[config.mk]
export PLATFORM = sky130hd
export DESIGN_NAME = mem_wb_load_stage
export DESIGN_NICKNAME = d
export VERILOG_FILES = /design/src/rtl/mem_wb_load_stage.sv
export SDC_FILE = /design/constraint.sdc
export NUM_CORES = 1
export LEC_CHECK = 0
export ABC_AREA = 1
export CORE_UTILIZATION = 42
export DETAILED_ROUTE_END_ITERATION = 7
export PLACE_DENSITY = 0.82
export SYNTH_ARGS = -nofsm -noshare
export SYNTH_HDL_FRONTEND = slang
export SYNTH_SLANG_ARGS = --single-unit
export TNS_END_PERCENT = 50
[constraint.sdc]
create_clock -name clk -period 0.8 [get_ports clk]
set_input_delay 0.16 -clock clk [delete_from_list [all_inputs] [get_ports clk]]
set_output_delay 0.16 -clock clk [all_outputs]
set_load 0.005 [all_outputs]
[src/rtl/mem_wb_load_stage.sv]
// Purpose : M->W pipeline register; aligns and extends load data and muxes it against the ALU result.
// Latency : one cycle; inputs sampled at edge N appear on the outputs after edge N.
// Backpr. : stall_w holds every W register, flush_w (wins over stall_w) loads a bubble.
//
// Ports:
//   clk, reset (async, active-low), stall_w, flush_w
//   m_*       : M-stage instruction bundle (valid, pc, regWrite, wreg, aluResult,
//               memToReg, loadType, addrLow, exc)
//   dm_rdata  : data-memory read word for the M-stage address, valid this cycle
//   w_*       : registered write-back bundle (valid, pc, regWrite, wreg, wdata, isLoad)
module mem_wb_load_stage #(
  parameter logic [31:0] RESET_PC = 32'h0000_3000
) (
  input  logic        clk,
  input  logic        reset,
  input  logic        stall_w,
  input  logic        flush_w,
  input  logic        m_valid,
  input  logic [31:0] m_pc,
  input  logic        m_regWrite,
  input  logic [4:0]  m_wreg,
  input  logic [31:0] m_aluResult,
  input  logic        m_memToReg,
  input  logic [2:0]  m_loadType,
  input  logic [1:0]  m_addrLow,
  input  logic        m_exc,
  input  logic [31:0] dm_rdata,
  output logic        w_valid,
  output logic [31:0] w_pc,
  output logic        w_regWrite,
  output logic [4:0]  w_wreg,
  output logic [31:0] w_wdata,
  output logic        w_isLoad
);

  localparam logic [2:0] LT_LW  = 3'b000;
  localparam logic [2:0] LT_LB  = 3'b001;
  localparam logic [2:0] LT_LBU = 3'b010;
  localparam logic [2:0] LT_LH  = 3'b011;
  localparam logic [2:0] LT_LHU = 3'b100;

  logic [7:0]  byte_sel;
  logic [15:0] half_sel;
  logic [31:0] load_data;
  logic [31:0] wdata_nxt;
  logic        regwrite_nxt;

  // Lane extraction. Half select only looks at addrLow[1]; a misaligned
  // halfword never reaches this stage because it traps upstream.
  always_comb begin
    byte_sel = 8'h00;
    case (m_addrLow)
      2'd0:    byte_sel = dm_rdata[7:0];
      2'd1:    byte_sel = dm_rdata[15:8];
      2'd2:    byte_sel = dm_rdata[23:16];
      default: byte_sel = dm_rdata[31:24];
    endcase
    half_sel = m_addrLow[1] ? dm_rdata[31:16] : dm_rdata[15:0];
  end

  // Reserved load-type codes behave as lw.
  always_comb begin
    load_data = dm_rdata;
    case (m_loadType)
      LT_LW:   load_data = dm_rdata;
      LT_LB:   load_data = {{24{byte_sel[7]}}, byte_sel};
      LT_LBU:  load_data = {24'h000000, byte_sel};
      LT_LH:   load_data = {{16{half_sel[15]}}, half_sel};
      LT_LHU:  load_data = {16'h0000, half_sel};
      default: load_data = dm_rdata;
    endcase
  end

  assign wdata_nxt = m_memToReg ? load_data : m_aluResult;

  // $0 is hardwired; an excepting or empty slot must never commit.
  assign regwrite_nxt = m_valid & m_regWrite & ~m_exc & (m_wreg != 5'd0);

  always_ff @(posedge clk or negedge reset) begin
    if (!reset) begin
      w_valid    <= 1'b0;
      w_pc       <= RESET_PC;
      w_regWrite <= 1'b0;
      w_wreg     <= 5'd0;
      w_wdata    <= 32'h0;
      w_isLoad   <= 1'b0;
    end else if (flush_w) begin
      w_valid    <= 1'b0;
      w_pc       <= RESET_PC;
      w_regWrite <= 1'b0;
      w_wreg     <= 5'd0;
      w_wdata    <= 32'h0;
      w_isLoad   <= 1'b0;
    end else if (!stall_w) begin
      w_valid    <= m_valid;
      w_pc       <= m_pc;
      w_regWrite <= regwrite_nxt;
      w_wreg     <= m_wreg;
      w_wdata    <= wdata_nxt;
      w_isLoad   <= m_valid & m_memToReg;
    end
  end

endmodule

==> out/summary.txt, run 1 <==
Status = finished with violations
Failing checks = setup timing
Antenna Nets Post-Route = 0
Critical path buffer and inverter count = 1
Crit path kind = reg2out
Worst rel slew slack = 80.4%
CP delay by family, top = flip-flops
Crit path capture type = output pin
Syn Inst Count = 544
Clock tree from TritonCTS = yes
Total negative slack for setup checks = -25.76 ns
Final critical-path required period = 1.18 ns
DR top layer = met4
Placer congestion estimate = 0.891
Seq/Total Area, Yosys = 45.6%
WHS = 0.144 ns
Final period util = 147%
Type of origin of the critical path = register
Largest net degree at the start of global routing = 33
Number of buffers created by CTS = 9
Worst vdd ir = 1.09 mV
Wire length after detailed routing = 16.5 mm
Initial core utilization = 43.0%
Worst Hold Class = in2reg
Met3 wire len = 1.40 mm
Post-route DRC violation count = 0
Global-route wire length before repair = 24.5 mm
Grt ovf = 0
Post-detailed-route via-to-cell ratio = 5.38
Sequence of cells on the critical path = buf_6
Routed len/inst = 17.5 um
Main area contributors after synthesis = sky130_fd_sc_hd__dfrtp_1 44%, sky130_fd_sc_hd__nand2_1 21%, sky130_fd_sc_hd__a22o_1 7.1%, sky130_fd_sc_hd__nor2_1 6.0%, sky130_fd_sc_hd__inv_1 3.7%
Core box area = 9200 sq um
Count of final setup violators = 112
DIE WIDTH = 99.0 um
Worst Slack Setup Final = -0.376 ns
Maximum fanout count along the critical path = 2
Vias in the first global route = 4981
Fraction of synthesized cell area taken by the top area cell type = 44.3%
Achievable frequency = 851 MHz
Crit path largest cell delay = 0.56 ns
Unique cell type count in the Yosys netlist = 21
Clock Tree Root = sky130_fd_sc_hd__clkbuf_8
Endpoints failing hold = 0
PwrDens = 1390 nW/um^2
Total routed wire length on the met1 layer = 6.08 mm
Wire length on met2 = 8.33 mm
Final HPWL DP = 10.4 mm
Die height = 99.0 um
Transition at the pin with the smallest max-transition slack = 0.294 ns
First-iteration detailed-routing DRC count = 432
Maximum buffer depth of the clock tree = 2
Area growth from synthesis to final layout = 86.2%
Final count of pins violating max slew = 0
H-Tree Depth = 3
DIE AREA = 9810 sq um
Data required time of the critical path = 0.64 ns
Initial antenna violation count = 0
Biggest area consumer among synthesized cells = sky130_fd_sc_hd__dfrtp_1
Post-layout nets = 941
Fraction of final layout cells with drive strength greater than 1 = 37.7%
Number of warning messages in the yosys log = 0
Filler instances = 579
Critical-path cell with the highest stage delay = sky130_fd_sc_hd__dfstp_2
Unrepaired setup endpoints after global routing = true
Leak Pwr = 0.00392 uW
FF+latch area = 1800 sq um
GRT Total Usage = 32.1%
Total via count after detailed routing = 5078
Mean instance size in the synthesized netlist = 7.27 sq um
Clk Latency, worst-skew pair = 0.35 ns
I/O Pins = 186
Clock slew at the register clock pins of the worst setup and hold paths = 0.08 ns
Cell Rows = 35
Count of clock tree sinks = 72
Cell area after synthesis = 3950 sq um
FF+latch count, synth = 72
Count of buffers from port buffering = 185
Number of optimization iterations in the first detailed-route pass = 6
Count of antenna diodes in the layout = 0
Net count of the mapped netlist = 658
Worst clock skew = 0 ns
Crit path DAT = 1.02 ns
Multi-input gate area = 2290 sq um
Number of max-cap violations = 0
[layer usage]
| layer | GRT usage [%] | vias up |
|---|---|---|
| li1 | - | 2326 |
| met1 | 38.6 | 2393 |
| met2 | 55.3 | 292 |
| met3 | 6.38 | 67 |
| met4 | 14.9 | 0 |
| met5 | 0 | - |
[state kept, by name, indices dropped and copies added (netlist names)]
register / flops
w_isLoad: 1
w_pc: 32
w_regWrite: 1
w_valid: 1
w_wdata: 32
w_wreg: 5
[report_power, final]
part           internal [uW]  total [uW]  switching, uW
clock                   1460        2920           1460
sequential              3870        4000            130
combinational           1780        3340           1560
total                   7100       10300           3160
[path summary, 6_finish.rpt]
path	from	cells past startpoint	slack, ns	end
max	w_pc[13]$_DFFE_PN1P_	1	-0.38	w_pc[13]
min	m_memToReg	4	0.14	w_wdata[31]$_DFFE_PN0P_
max reg2reg	w_pc[1]$_DFFE_PN0P_	4	-0.21	w_pc[1]$_DFFE_PN0P_
min reg2reg	w_wdata[4]$_DFFE_PN0P_	2	0.48	w_wdata[4]$_DFFE_PN0P_
max in group asynchronous	reset	3	0.14	w_wdata[12]$_DFFE_PN0P_
min in group asynchronous	reset	2	0.23	w_pc[24]$_DFFE_PN0P_
[through the flow]
stage                     setup slack, ns  utilization [%]  area [sq um]  std cells  power [uW]
after global routing               -0.390             80.0          7360        943       10700
final                              -0.376             80.0          7360        943       10300
after CTS                          -0.361             77.3          7110        932        9960
after floorplan                    -0.321                -          4110        544        5080
after detailed placement            -1.04             71.0          6530        876        6780
after global placement              -1.04             71.0          6530        876        6720
[synth_stat cells]
master                     count
sky130_fd_sc_hd__nand2_1     221
sky130_fd_sc_hd__dfrtp_1      70
sky130_fd_sc_hd__nor2_1       63
sky130_fd_sc_hd__inv_1        39
sky130_fd_sc_hd__a22o_1       32
sky130_fd_sc_hd__nand3_1      21
sky130_fd_sc_hd__clkbuf_1     19
sky130_fd_sc_hd__o21ai_0      17
sky130_fd_sc_hd__a21oi_1      16
sky130_fd_sc_hd__o211ai_1     15
sky130_fd_sc_hd__nand4_1       9
sky130_fd_sc_hd__buf_2         8
sky130_fd_sc_hd__buf_4         2
sky130_fd_sc_hd__dfstp_2       2
sky130_fd_sc_hd__inv_2         2
sky130_fd_sc_hd__nand2_2       2
sky130_fd_sc_hd__nand3_4       2
sky130_fd_sc_hd__buf_1         1
sky130_fd_sc_hd__buf_6         1
sky130_fd_sc_hd__nand3_2       1
sky130_fd_sc_hd__nor2_4        1
[placed cells by master, fill, tap and decap left out, drive strengths merged, types with 9 or more instances in the layout]
cell	count
clkdlybuf4s50	96
buf	170
inv	41
nand3	25
nor2	64
nand4	9
o21ai	17
a22o	32
o211ai	15
clkbuf	34
dfrtp	70
a21oi	16
nand2	223
[what timing repair did]
action	in CTS	in global routing
gates resized for setup	336	114
endpoints found under the hold margin	72	0
setup buffers	32	15
cloned	8	0
pin swaps	47	51
endpoints found under the setup margin	142	139
hold buffers	1	0
[area by class of cell]
class	count	share of cell area (%)
Inverter	41	2.40
Timing Repair Buffer	302	37.5
Tap cell	111	1.89
Multi-Input combinational cell	401	31.1
Clock buffer	10	1.73
Sequential cell	72	24.5
Clock inverter	6	0.952
[cells by family after synthesis]
logic type	count (synthesis)	synth area share, %
AND/OR/NAND/NOR	320	32.8
buffers and inverters	72	7.47
flip-flops	72	45.6
AO/OA/AOI/OAI	80	14.1
Note: power is estimated with default switching activity, not from simulation.
==> run 2, diff against run 1 <==
--- a/config.mk
+++ b/config.mk
@@ -6,6 +6,7 @@
 export NUM_CORES = 1
 export LEC_CHECK = 0
 export ABC_AREA = 1
+export CORE_ASPECT_RATIO = 0.5
 export CORE_UTILIZATION = 42
 export DETAILED_ROUTE_END_ITERATION = 7
 export PLACE_DENSITY = 0.82
==> out/summary.txt, run 2 (synthesis gave the netlist of run 1 again) <==
Critical-path cell with the highest stage delay = sky130_fd_sc_hd__nand3_4
Crit path kind = in2reg
Total power draw = 11200 uW
Cell Rows = 24
Most frequent cells in the layout = 191 x sky130_fd_sc_hd__nand2_1, 82 x sky130_fd_sc_hd__clkdlybuf4s50_1, 78 x sky130_fd_sc_hd__buf_4
Post-detailed-route via-to-cell ratio = 5.50
Number of max-cap violations = 0
Total via count after detailed routing = 5206
CP delay by family, top = simple AND/OR/NAND/NOR gates
Maximum fanout count along the critical path = 8
Type of origin of the critical path = input port
Clock slew at the register clock pins of the worst setup and hold paths = 0.06 ns
Sequence of cells on the critical path = buf_6 > buf_16 > o21ai_2 > nand3_2 > nand3_4 > buf_12 > nand3_4 > nand2_2 > nand2_1 > nand2_1 > nand2_1
Fraction of final layout cells with drive strength greater than 1 = 34.4%
Critical path depth = 11
Crit path DAT = 1.37 ns
Clock tree from TritonCTS = yes
Data required time of the critical path = 1.02 ns
WHS = 0.181 ns
Largest net degree at the start of global routing = 36
Count of final setup violators = 111
Final count of pins violating max slew = 0
Post-route DRC violation count = 11
Antenna Nets Post-Route = 0
Depth of the worst register-to-register path = 3
Initial core utilization = 44.3%
Leading registers by flop count = w_pc (32), w_wdata (32), w_wreg (5)
Core box area = 8920 sq um
Unrepaired setup endpoints after global routing = true
Crit path largest cell delay = 0.14 ns
GRT Total Usage = 33.0%
Post-layout nets = 938
Final core utilization = 80.4%
Worst vdd ir = 1.04 mV
Die height = 70.6 um
Crit path from = m_addrLow[1]
Maximum buffer depth of the clock tree = 2
DIE AREA = 9830 sq um
Worst clock skew = 0 ns
Crit path capture type = register
PwrDens = 1560 nW/um^2
Placer congestion estimate = 0.949
Count of buffers from port buffering = 185
First-iteration detailed-routing DRC count = 720
Final HPWL DP = 10.0 mm
Failing checks = DRC, setup timing
H-Tree Depth = 3
Final period util = 144%
Final critical-path required period = 1.15 ns
Number of buffers created by CTS = 9
Post-placement cell area = 6440 sq um
Worst rel slew slack = 74.2%
Clock Tree Root = sky130_fd_sc_hd__clkbuf_16
CP Capture Point = w_wdata[30]$_DFFE_PN0P_
Vias in the first global route = 4902
Status = finished with violations
Endpoints failing hold = 0
Launch point of the worst hold path = stall_w
Post-route standard cell area excluding fillers = 7170 sq um
I/O Pins = 186
Grt ovf = 0
Number of optimization iterations in the first detailed-route pass = 8
Most common cell after layout, fill and taps aside = sky130_fd_sc_hd__nand2_1
Count of clock tree sinks = 72
Area growth from synthesis to final layout = 81.5%
Global-route wire length before repair = 24.9 mm
Leak Pwr = 0.00386 uW
Most Frequent Cell on Critical Path = sky130_fd_sc_hd__nand2_1
DIE WIDTH = 139 um
Routed len/inst = 17.7 um
Initial antenna violation count = 1
R2R Path Start = w_pc[22]$_DFFE_PN0P_
Achievable frequency = 867 MHz
Endpoint of the lowest-slack register-to-register path = w_pc[22]$_DFFE_PN0P_
Worst Hold Class = in2reg
Wire length after detailed routing = 16.8 mm
Clk Latency, worst-skew pair = 0.33 ns
Register-to-Register Setup Slack = -0.13 ns
Worst Slack Setup Final = -0.353 ns
Total negative slack for setup checks = -22.51 ns
Transition at the pin with the smallest max-transition slack = 0.383 ns
Critical path buffer and inverter count = 3
==> run 2: cell count changes in the layout (fill, tap and decap cells not counted), sizes merged <==
cell / before / now
dlygate4sd2: 3 / 18
clkinvlp: 0 / 2
bufbuf: 3 / 0
inv: 41 / 42
clkdlybuf4s50: 96 / 82
dlymetal6s2s: 4 / 3
clkinv: 5 / 2
diode: 0 / 1
==> run 2: routing by layer <==
metal / GRT usage (%) / routed length [um]
met1: 40.3 / 6420
met2: 56.2 / 8050
met3: 7.52 / 1530
met4: 16.2 / 806
met5: 0 / 0
==> run 2: worst min-delay path, stage by stage <==
cell	delay, ns
sky130_fd_sc_hd__buf_4	0.10
sky130_fd_sc_hd__buf_6	0.11
sky130_fd_sc_hd__nand2_2	0.05
sky130_fd_sc_hd__nand3_2	0.05
==> run 2: how the worst min path moves through the flow <==
stage	to	slack [ns]	cells past startpoint
final	w_pc[12]$_DFFE_PN1P_	0.18	4
after global placement	w_pc[10]$_DFFE_PN0P_	0.05	1
after CTS	w_pc[12]$_DFFE_PN1P_	0.20	4
after floorplan	w_isLoad$_DFFE_PN0P_	-0.14	0
after global routing	w_pc[12]$_DFFE_PN1P_	0.19	4
after detailed placement	w_pc[10]$_DFFE_PN0P_	0.05	1
==> run 2: per-stage QoR <==
| step | instances | setup WS [ns] |
|---|---|---|
| 2_1_floorplan | 544 | -0.321 |
| 3_3_place_gp | 874 | -0.987 |
| 3_5_place_dp | 874 | -1.05 |
| 4_1_cts | 932 | -0.350 |
| 5_1_grt | 947 | -0.433 |
| 6_report | 947 | -0.353 |
==> run 2: cell type report <==
| cell class | instances | area [sq um] |
|---|---|---|
| Timing Repair Buffer | 299 | 2610 |
| Multi-Input combinational cell | 401 | 2140 |
| Sequential cell | 72 | 1800 |
| Fill cell | 551 | 1740 |
| Clock buffer | 10 | 229 |
| Inverter | 41 | 174 |
| Tap cell | 117 | 146 |
| Clock inverter | 6 | 67.6 |
| Antenna cell | 1 | 2.50 |
==> run 2: power by group <==
group | switching, uW | internal [uW] | leakage, uW
clock | 1610 | 2430 | 0.000139
combinational | 1520 | 1600 | 0.00277
sequential | 126 | 3880 | 0.000952
==> run 2: timing repair <==
item | in CTS | in global routing
pin swaps | 69 | 37
hold buffers | 1 | 0
gates cloned | 8 | 0
setup buffers | 33 | 15
gates resized for setup | 361 | 64
hold endpoints to repair | 72 | 0
endpoints found under the setup margin | 144 | 143
==> run 3, diff against run 2 <==
--- a/config.mk
+++ b/config.mk
@@ -6,10 +6,13 @@
 export NUM_CORES = 1
 export LEC_CHECK = 0
 export ABC_AREA = 1
+export CELL_PAD_IN_SITES_DETAIL_PLACEMENT = 0
+export CELL_PAD_IN_SITES_GLOBAL_PLACEMENT = 1
 export CORE_ASPECT_RATIO = 0.5
-export CORE_UTILIZATION = 42
+export CORE_UTILIZATION = 28
 export DETAILED_ROUTE_END_ITERATION = 7
-export PLACE_DENSITY = 0.82
+export PLACE_DENSITY_LB_ADDON = 0.1
+export RECOVER_POWER = 100
 export SYNTH_ARGS = -nofsm -noshare
 export SYNTH_HDL_FRONTEND = slang
 export SYNTH_SLANG_ARGS = --single-unit
==> out/summary.txt, run 3 (synthesis gave the netlist of run 1 again) <==
Status = finished with violations
Failing checks = setup timing
Global-route wire length before repair = 25.0 mm
Crit path DAT = 0.96 ns
Count of clock tree sinks = 72
Wire length after detailed routing = 16.2 mm
Endpoints failing hold = 0
Share of power burned in registers = 36.0%
Filler instances = 1352
Worst vdd ir = 1.42 mV
Transition at the pin with the smallest max-transition slack = 0.292 ns
Number of buffers created by CTS = 9
Initial antenna violation count = 1
Antenna Nets Post-Route = 0
Clk Latency, worst-skew pair = 0.32 ns
Count of final setup violators = 118
Post-layout nets = 960
PwrDens = 1480 nW/um^2
Grt ovf = 0
Number of max-cap violations = 0
Post-route DRC violation count = 0
Leak Pwr = 0.00396 uW
Initial core utilization = 28.9%
Crit path capture type = output pin
Final HPWL DP = 11.2 mm
CP delay by family, top = flip-flops
Sequence of cells on the critical path = buf_6
Count of buffers from port buffering = 185
Switch Pwr = 3260 uW
Clock Tree Root = sky130_fd_sc_hd__clkbuf_16
Final critical-path required period = 1.12 ns
Worst rel slew slack = 80.6%
Share of power burned in combinational logic = 29.4%
Clock share of power = 34.6%
Clock tree from TritonCTS = yes
Maximum buffer depth of the clock tree = 2
H-Tree Depth = 3
Unrepaired setup endpoints after global routing = true
Final Instance Count excl. Fillers = 1044
Total negative slack for setup checks = -22.26 ns
Area growth from synthesis to final layout = 90.5%
GRT Total Usage = 22.3%
Worst Slack Setup Final = -0.318 ns
Placer congestion estimate = 0.873
Vias in the first global route = 4674
Final core utilization = 55.1%
Final count of pins violating max slew = 0
Achievable frequency = 895 MHz
Maximum fanout count along the critical path = 2
Crit path largest cell delay = 0.54 ns
Largest net degree at the start of global routing = 39
Placed cells = 966
Routed len/inst = 15.5 um
Switching power as a share of total power = 29.3%
Most common cell after layout, fill and taps aside = sky130_fd_sc_hd__nand2_1
Fraction of final layout cells with drive strength greater than 1 = 38.9%
Core box area = 13700 sq um
Cell Rows = 30
Total via count after detailed routing = 4731
DIE WIDTH = 170 um
Multi-input gate area = 2230 sq um
Post-detailed-route via-to-cell ratio = 4.53
Number of optimization iterations in the first detailed-route pass = 4
Post-route standard cell area excluding fillers = 7530 sq um
Total power draw = 11100 uW
Die height = 86.0 um
Most frequent cells in the layout = 162 x sky130_fd_sc_hd__nand2_1, 101 x sky130_fd_sc_hd__buf_4, 96 x sky130_fd_sc_hd__clkdlybuf4s50_1
Data required time of the critical path = 0.64 ns
DIE AREA = 14600 sq um
Critical path buffer and inverter count = 1
First-iteration detailed-routing DRC count = 244
Post-placement cell area = 6700 sq um
Critical-path cell with the highest stage delay = sky130_fd_sc_hd__dfstp_2
FF+latch area = 1800 sq um
Final period util = 140%
Leading registers by flop count = w_pc (32), w_wdata (32), w_wreg (5)
Internal power component = 7860 uW
Worst clock skew = 0 ns
Clock slew at the register clock pins of the worst setup and hold paths = 0.06 ns
Worst Hold Class = in2reg
Crit path kind = reg2out
Type of origin of the critical path = register
I/O Pins = 186
==> run 3: path summary, 6_finish.rpt <==
kind / startpoint / end / slack, ns / cells past startpoint
worst max-delay path: w_pc[12]$_DFFE_PN1P_ / w_pc[12] / -0.32 / 1
worst min-delay path: flush_w / w_pc[12]$_DFFE_PN1P_ / 0.10 / 3
worst max register to register: w_pc[15]$_DFFE_PN0P_ / w_pc[15]$_DFFE_PN0P_ / -0.12 / 3
worst min register to register: w_wdata[11]$_DFFE_PN0P_ / w_wdata[11]$_DFFE_PN0P_ / 0.48 / 2
max in group asynchronous: reset / w_pc[13]$_DFFE_PN1P_ / 0 / 3
min in group asynchronous: reset / w_pc[15]$_DFFE_PN0P_ / 0.23 / 2
==> run 3: metrics by stage <==
stage	setup slack [ns]	hold slack (ns)
finish	-0.318	0.105
global route	-0.350	0.105
CTS	-0.342	0.162
detailed placement	-1.04	-0.0342
global placement	-1.02	-0.0336
floorplan	-0.321	-0.136
==> run 3: routing by layer <==
metal / share of wire (%) / track usage [%]
met2: 45 / 35.5
met3: 6.3 / 5.86
met5: 0 / 0
met1: 47 / 30.0
met4: 1.3 / 5.65
==> run 3: power by group through the flow <==
stage / registers (uW) / logic [uW] / clock network, uW
global route: 4020 / 3550 / 4140
finish: 4000 / 3270 / 3850
CTS: 4000 / 3200 / 3960
global placement: 4070 / 2800 / 0
detailed placement: 4070 / 2810 / 0
floorplan: 4080 / 1000 / 0
==> run 3: what timing repair did <==
action | in CTS | in global routing
endpoints found under the setup margin | 144 | 143
cloned | 7 | 0
buffers inserted | 40 | 15
endpoints found under the hold margin | 70 | 0
pin swaps | 60 | 45
gates resized for setup | 353 | 76
hold buffers | 1 | 0
==> run 3: layout make-up <==
cell class | instances | share of cell area (%)
Antenna cell | 1 | 0.0332
Multi-Input combinational cell | 401 | 29.6
Clock buffer | 11 | 3.22
Inverter | 41 | 2.31
Clock inverter | 5 | 0.515
Sequential cell | 72 | 23.9
Timing Repair Buffer | 321 | 37.2
Tap cell | 192 | 3.19
